===== src/rtl/psum_drain_14.sv =====
`default_nettype none
// ============================================================================
//  Module   : psum_drain_14
//  Purpose  : Captures the 14 column partial sums leaving the top row of the
//             PE grid into one of two holding banks, then serializes the
//             snapshot one column per beat on a valid/ready stream. Two banks
//             let the grid start its next pass while the previous one drains.
//  Ports    : clk, rst          - clock, synchronous active-high reset
//             psum_ins[]        - grid column outputs, valid with capture
//             capture           - one-cycle snapshot strobe
//             cols_active       - columns to emit (0 or >NUM_COLS = all)
//             out_data/out_col  - serialized psum word and its column tag
//             out_valid/ready   - stream handshake
//             out_last          - final beat of the snapshot
//             busy              - a bank is FULL or DRAINING
//             overflow          - sticky, a capture was dropped
//  Options  : PSUM_DRAIN_RELU_EN - when defined, negative psums (sign bit set)
//             are stored as zero at bank-write time.
//  Revision : 1.0 - initial release
// ============================================================================
module psum_drain_14 #(
    parameter int NUM_COLS = 14,
    parameter int PSUM_W   = 32,
    parameter int COL_W    = 4
) (
    input  logic              clk,
    input  logic              rst,
    input  logic [PSUM_W-1:0] psum_ins [0:NUM_COLS-1],
    input  logic              capture,
    input  logic [COL_W-1:0]  cols_active,
    output logic [PSUM_W-1:0] out_data,
    output logic [COL_W-1:0]  out_col,
    output logic              out_valid,
    input  logic              out_ready,
    output logic              out_last,
    output logic              busy,
    output logic              overflow
);

    localparam logic [1:0]       c_BANK_EMPTY    = 2'd0;
    localparam logic [1:0]       c_BANK_FULL     = 2'd1;
    localparam logic [1:0]       c_BANK_DRAINING = 2'd2;
    localparam logic [COL_W-1:0] c_NUM_COLS      = COL_W'(NUM_COLS);
    localparam logic [COL_W-1:0] c_ONE           = COL_W'(1);

    typedef enum logic [0:0] {
        c_IDLE  = 1'b0,
        c_DRAIN = 1'b1
    } drain_state_t;

    drain_state_t      r_state;
    logic [1:0][1:0]   r_bank_st;
    logic [COL_W-1:0]  r_bank_cnt [0:1];
    logic [PSUM_W-1:0] r_bank_data [0:1][0:NUM_COLS-1];
    logic              r_cur;     // bank currently being drained
    logic              r_newest;  // bank written by the most recent capture
    logic [COL_W-1:0]  r_ptr;

    logic [PSUM_W-1:0] w_wr_data [0:NUM_COLS-1];
    logic [COL_W-1:0]  w_eff_cnt;
    logic [COL_W-1:0]  w_ptr_inc;
    logic              w_hs;
    logic              w_last_hs;
    logic              w_other;
    logic              w_other_full;
    logic              w_any_full;
    logic              w_pick;
    logic              w_start;
    logic              w_switch;
    logic              w_cap_ok;
    logic              w_cap_bank;
    logic [1:0][1:0]   w_st_nxt;
    logic              w_busy_nxt;

    // Clamp happens on the way into the bank so the drain path is identical
    // in both builds.
    for (genvar gi = 0; gi < NUM_COLS; gi++) begin : g_col
`ifdef PSUM_DRAIN_RELU_EN
        assign w_wr_data[gi] = psum_ins[gi][PSUM_W-1] ? '0 : psum_ins[gi];
`else
        assign w_wr_data[gi] = psum_ins[gi];
`endif
    end

    assign w_eff_cnt = ((cols_active == '0) || (cols_active > c_NUM_COLS))
                       ? c_NUM_COLS : cols_active;
    assign w_ptr_inc = r_ptr + c_ONE;

    always_comb begin
        w_hs         = out_valid && out_ready;
        w_last_hs    = w_hs && out_last;
        w_other      = ~r_cur;
        w_other_full = (r_bank_st[w_other] == c_BANK_FULL);
        w_any_full   = (r_bank_st[0] == c_BANK_FULL) || (r_bank_st[1] == c_BANK_FULL);

        // Oldest FULL bank: with both FULL the one not written last is older.
        if ((r_bank_st[0] == c_BANK_FULL) && (r_bank_st[1] == c_BANK_FULL)) begin
            w_pick = ~r_newest;
        end else begin
            w_pick = (r_bank_st[1] == c_BANK_FULL);
        end

        w_start  = (r_state == c_IDLE) && w_any_full;
        w_switch = w_last_hs && w_other_full;

        // An EMPTY bank is preferred; otherwise the bank finishing its last
        // beat at this very edge can take the new snapshot.
        w_cap_ok   = 1'b0;
        w_cap_bank = 1'b0;
        if (capture) begin
            if (r_bank_st[0] == c_BANK_EMPTY) begin
                w_cap_ok   = 1'b1;
                w_cap_bank = 1'b0;
            end else if (r_bank_st[1] == c_BANK_EMPTY) begin
                w_cap_ok   = 1'b1;
                w_cap_bank = 1'b1;
            end else if (w_last_hs) begin
                w_cap_ok   = 1'b1;
                w_cap_bank = r_cur;
            end
        end

        w_st_nxt = r_bank_st;
        if (w_last_hs) w_st_nxt[r_cur]      = c_BANK_EMPTY;
        if (w_start)   w_st_nxt[w_pick]     = c_BANK_DRAINING;
        if (w_switch)  w_st_nxt[w_other]    = c_BANK_DRAINING;
        if (w_cap_ok)  w_st_nxt[w_cap_bank] = c_BANK_FULL;

        w_busy_nxt = (w_st_nxt[0] != c_BANK_EMPTY) || (w_st_nxt[1] != c_BANK_EMPTY);
    end

    // Bank payload needs no reset: bank state alone says whether it is live.
    always_ff @(posedge clk) begin
        if (w_cap_ok) begin
            r_bank_data[w_cap_bank] <= w_wr_data;
        end
    end

    always_ff @(posedge clk) begin
        if (rst) begin
            r_state       <= c_IDLE;
            r_bank_st     <= {c_BANK_EMPTY, c_BANK_EMPTY};
            r_bank_cnt[0] <= '0;
            r_bank_cnt[1] <= '0;
            r_cur         <= 1'b0;
            r_newest      <= 1'b0;
            r_ptr         <= '0;
            out_data      <= '0;
            out_col       <= '0;
            out_valid     <= 1'b0;
            out_last      <= 1'b0;
            busy          <= 1'b0;
            overflow      <= 1'b0;
        end else begin
            r_bank_st <= w_st_nxt;
            busy      <= w_busy_nxt;
            overflow  <= overflow | (capture & ~w_cap_ok);

            if (w_cap_ok) begin
                r_bank_cnt[w_cap_bank] <= w_eff_cnt;
                r_newest               <= w_cap_bank;
            end

            case (r_state)
                c_IDLE: begin
                    if (w_start) begin
                        r_state   <= c_DRAIN;
                        r_cur     <= w_pick;
                        r_ptr     <= '0;
                        out_valid <= 1'b1;
                        out_data  <= r_bank_data[w_pick][0];
                        out_col   <= '0;
                        out_last  <= (r_bank_cnt[w_pick] == c_ONE);
                    end
                end
                c_DRAIN: begin
                    if (w_hs) begin
                        if (out_last) begin
                            if (w_switch) begin
                                // Back-to-back hand-over, no bubble cycle.
                                r_cur    <= w_other;
                                r_ptr    <= '0;
                                out_data <= r_bank_data[w_other][0];
                                out_col  <= '0;
                                out_last <= (r_bank_cnt[w_other] == c_ONE);
                            end else begin
                                r_state   <= c_IDLE;
                                r_ptr     <= '0;
                                out_valid <= 1'b0;
                                out_last  <= 1'b0;
                            end
                        end else begin
                            r_ptr    <= w_ptr_inc;
                            out_data <= r_bank_data[r_cur][w_ptr_inc];
                            out_col  <= w_ptr_inc;
                            out_last <= (w_ptr_inc == (r_bank_cnt[r_cur] - c_ONE));
                        end
                    end
                end
                default: r_state <= c_IDLE;
            endcase
        end
    end

endmodule
`default_nettype wire

===== config.mk =====
export PLATFORM = sky130hd
export DESIGN_NAME = psum_drain_14
export DESIGN_NICKNAME = d
export VERILOG_FILES = /design/src/rtl/psum_drain_14.sv
export SDC_FILE = /design/constraint.sdc
export NUM_CORES = 1
export LEC_CHECK = 0
export CORE_MARGIN = 2
export CORE_UTILIZATION = 52
export CTS_BUF_LIST = sky130_fd_sc_hd__clkbuf_4
export DETAILED_ROUTE_END_ITERATION = 10
export PLACE_DENSITY = 0.79
export SKIP_CTS_REPAIR_TIMING = 1
export SYNTH_ARGS = -nofsm -noshare
export SYNTH_HDL_FRONTEND = slang
export SYNTH_SLANG_ARGS = --single-unit

===== constraint.sdc =====
create_clock -name clk -period 13.31 [get_ports clk]
set_input_delay 2.662 -clock clk [delete_from_list [all_inputs] [get_ports clk]]
set_output_delay 2.662 -clock clk [all_outputs]
set_load 0.005 [all_outputs]

==> metrics <==
internal power 0.00519 W; clk_lat worst skew 1.07 ns; First-pass DRT Iterations 7; unrepaired setup endpoints after global routing no; Synth Instances 2089; synth top area cells edfxtp_1 (70%), mux4_2 (9.3%), mux2i_1 (5.1%), dfxtp_1 (2.7%), a32oi_1 (1.5%); async set-reset flop share out of synthesis 0%; Final Critical Period 6.58 ns; Tot GR Track Use 26.1%; drt drc 0; Num CTS Buffers 231; PwrDens 145 nW/um^2; Crit. End Element register; CTS Sinks 956; clock tree buffer depth 3; Final Hold Viols 0; gpl congestion 0.851; dpl hpwl 66000 um; Switch Pwr 0.00166 W; worst slew pin tran around 1.7 ns; die area 76500 um^2; Synth top cells by count edfxtp_1 (904), mux2i_1 (196), mux4_2 (160); post-layout util 64.8%; failing checks slew limit; initial DRC count 2702; Routed Antenna Nets 0; Site Rows 99; Layout Nets 3148; Total Wirelength between 100000 and 150000 um; crit path cell chain clkdlybuf4s50_1 -> nand3_1 -> o21ai_0 -> nand2_1 -> inv_8 -> buf_12 -> buf_4; CP delay by family, top buffers and inverters; Yosys top cell area share between 70% and 80%; clk slew on worst S/H paths around 0.080 ns; Worst setup SP type input port; crit-path max FO 194; syn nets 2547; crit path DAT ~7.2 ns; Sequential Power Share 53.0%; CP Launch Point out_ready; outcome finished, violations left; Tcrit/Tclk final 49.4%; core footprint about 73000 um^2; Req. time, crit path ~14 ns; area delta synth->final 22.7%; most frequent cell after synthesis edfxtp_1; worst vdd ir slightly above 90 uV; CTS tree yes; clock root cell clkbuf_4; Switching Share 24.3%; Post-Syn Area 38600 um^2; I/O pin count 496; starting density of the core between 50% and 60%; slowest stage cell, crit path buf_4; global route overflow 0; Finished Cell Area approximately 47000 um^2; vias in the first global route 23900; Max stage delay on crit path 0.84 ns; largest net degree at the start of global routing 195; number of synthesized flops with an enable pin between 900 and 1000; hold crit path type reg2reg; H-tree depth 4; f_max around 0.15 GHz; Die Ht roughly 280 um; total of flip-flops plus latches after synthesis 956; dominant synthesized flop cell edfxtp_1; post-synthesis sequential area ratio about 73%; post-synth top area cell edfxtp_1; Yosys Warn Count 0; Mapped Avg Cell Area 18.5 um^2; Die X around 280 um; global-route wire length before repair roughly 150000 um; total power approximately 0.0069 W; Final setup viols 0; setup TNS 0 ns; share of layout cells above drive strength 1 21.8%; Lkg Pwr 15.4 nW; buffers and inverters on the worst path 4; Routed WL per cell between 20 and 30 um; routed vias 23000; DR vias/cell about 6; max-slew violations 100; RR Startpoint r_cur; hold path start out_col[3]; Max-Cap Viols 0; crit path kind in2reg; dpl cell area 44400 um^2; IO buf count 495; Comb pwr share a little under an eighth; initial antenna violation count 37; Clk pwr share 35.1%; Netlist cell types 45; Final Skew roughly 0.066 ns; Worst slew margin -12.8%
-- routing by layer --
metal	global-route usage, %	share of wire, %	vias to the layer above
met1	33.8	38	11600
met5	0	0.28	-
met2	41.1	48	1218
li1	-	-	9983
met3	9.48	11	187
met4	8.67	2.3	46
-- power by group through the flow --
| stage | Clock (W) | Sequential [W] | Combinational, W |
|---|---|---|---|
| final | 0.00240 | 0.00364 | 0.000814 |
| after global routing | 0.00261 | 0.00365 | 0.000866 |
| after CTS | 0.00246 | 0.00363 | 0.000817 |
| after detailed placement | 0 | 0.00370 | 0.000814 |
| after global placement | 0 | 0.00368 | 0.000789 |
| after floorplan | 0 | 0.00374 | 0.000446 |
-- sequential cells by signal, indices dropped and copies added (netlist names), named ones only --
signal	flops
out_last	1
r_state	1
r_bank_cnt	8
busy	1
r_ptr	4
r_bank_data	896
r_newest	1
out_data	32
out_valid	1
out_col	4
r_cur	1
r_bank_st	4
overflow	1
-- cell families (layout without fill, tap and decap cells) --
group	Yosys count	in the layout	synth area share, %
AO/OA/AOI/OAI	306	306	6.06
XOR/XNOR	9	9	0.223
adder cells (fa/ha/maj)	2	2	0.0648
buffers and inverters	157	926	2.05
flip-flops	956	956	73.0
multiplexers	388	388	15.3
other	0	22	0
AND/OR/NAND/NOR	271	271	3.30
-- layout by cell type (no fill, tap or decap), types with 64 or more instances in the layout --
cell               n
clkbuf_4         338
a32oi_1           64
edfxtp_1         904
a22oi_1           64
a21oi_1           87
mux4_2           160
nand3_1           70
clkdlybuf4s50_1  494
nand2_1           77
mux2i_1          196
-- final cells by class --
type                       instances  area (um^2)
sequential                       956        28200
fill                            4964        25800
multi-input combinational        976         9770
timing repair buffer             517         5150
clock buffer                     338         2540
tap                              959         1200
clock inverter                    63          445
antenna                           22         55.1
inverter                           8         45.0
-- through the flow --
stage               worst slack, ns  hold slack, ns  cells
CTS                            7.22           0.477   3817
detailed placement             6.07           0.456   3416
finish                         6.73           0.482   3839
global placement               6.27           0.445   3416
floorplan                     0.472           0.446   2089
global route                   6.75           0.497   3827
-- worst paths after layout --
check / endpoint / slack [ns] / cells past startpoint
hold / removal: out_col[3] / 0.48 / 2
hold reg to reg: out_col[3] / 0.48 / 2
setup / recovery: r_bank_data[1][341] / 6.73 / 7
setup reg to reg: r_bank_data[1][341] / 7.82 / 6
-- worst register-to-register path, delay by kind of cell (launching register included) --
| kind | cells | cell delay [ns] |
|---|---|---|
| buf+inv | 4 | 3.24 |
| simple gates | 1 | 0.36 |
| flops | 1 | 1.14 |
| compound gates | 1 | 0.37 |
No activity file was read; power rests on OpenSTA's default activity.
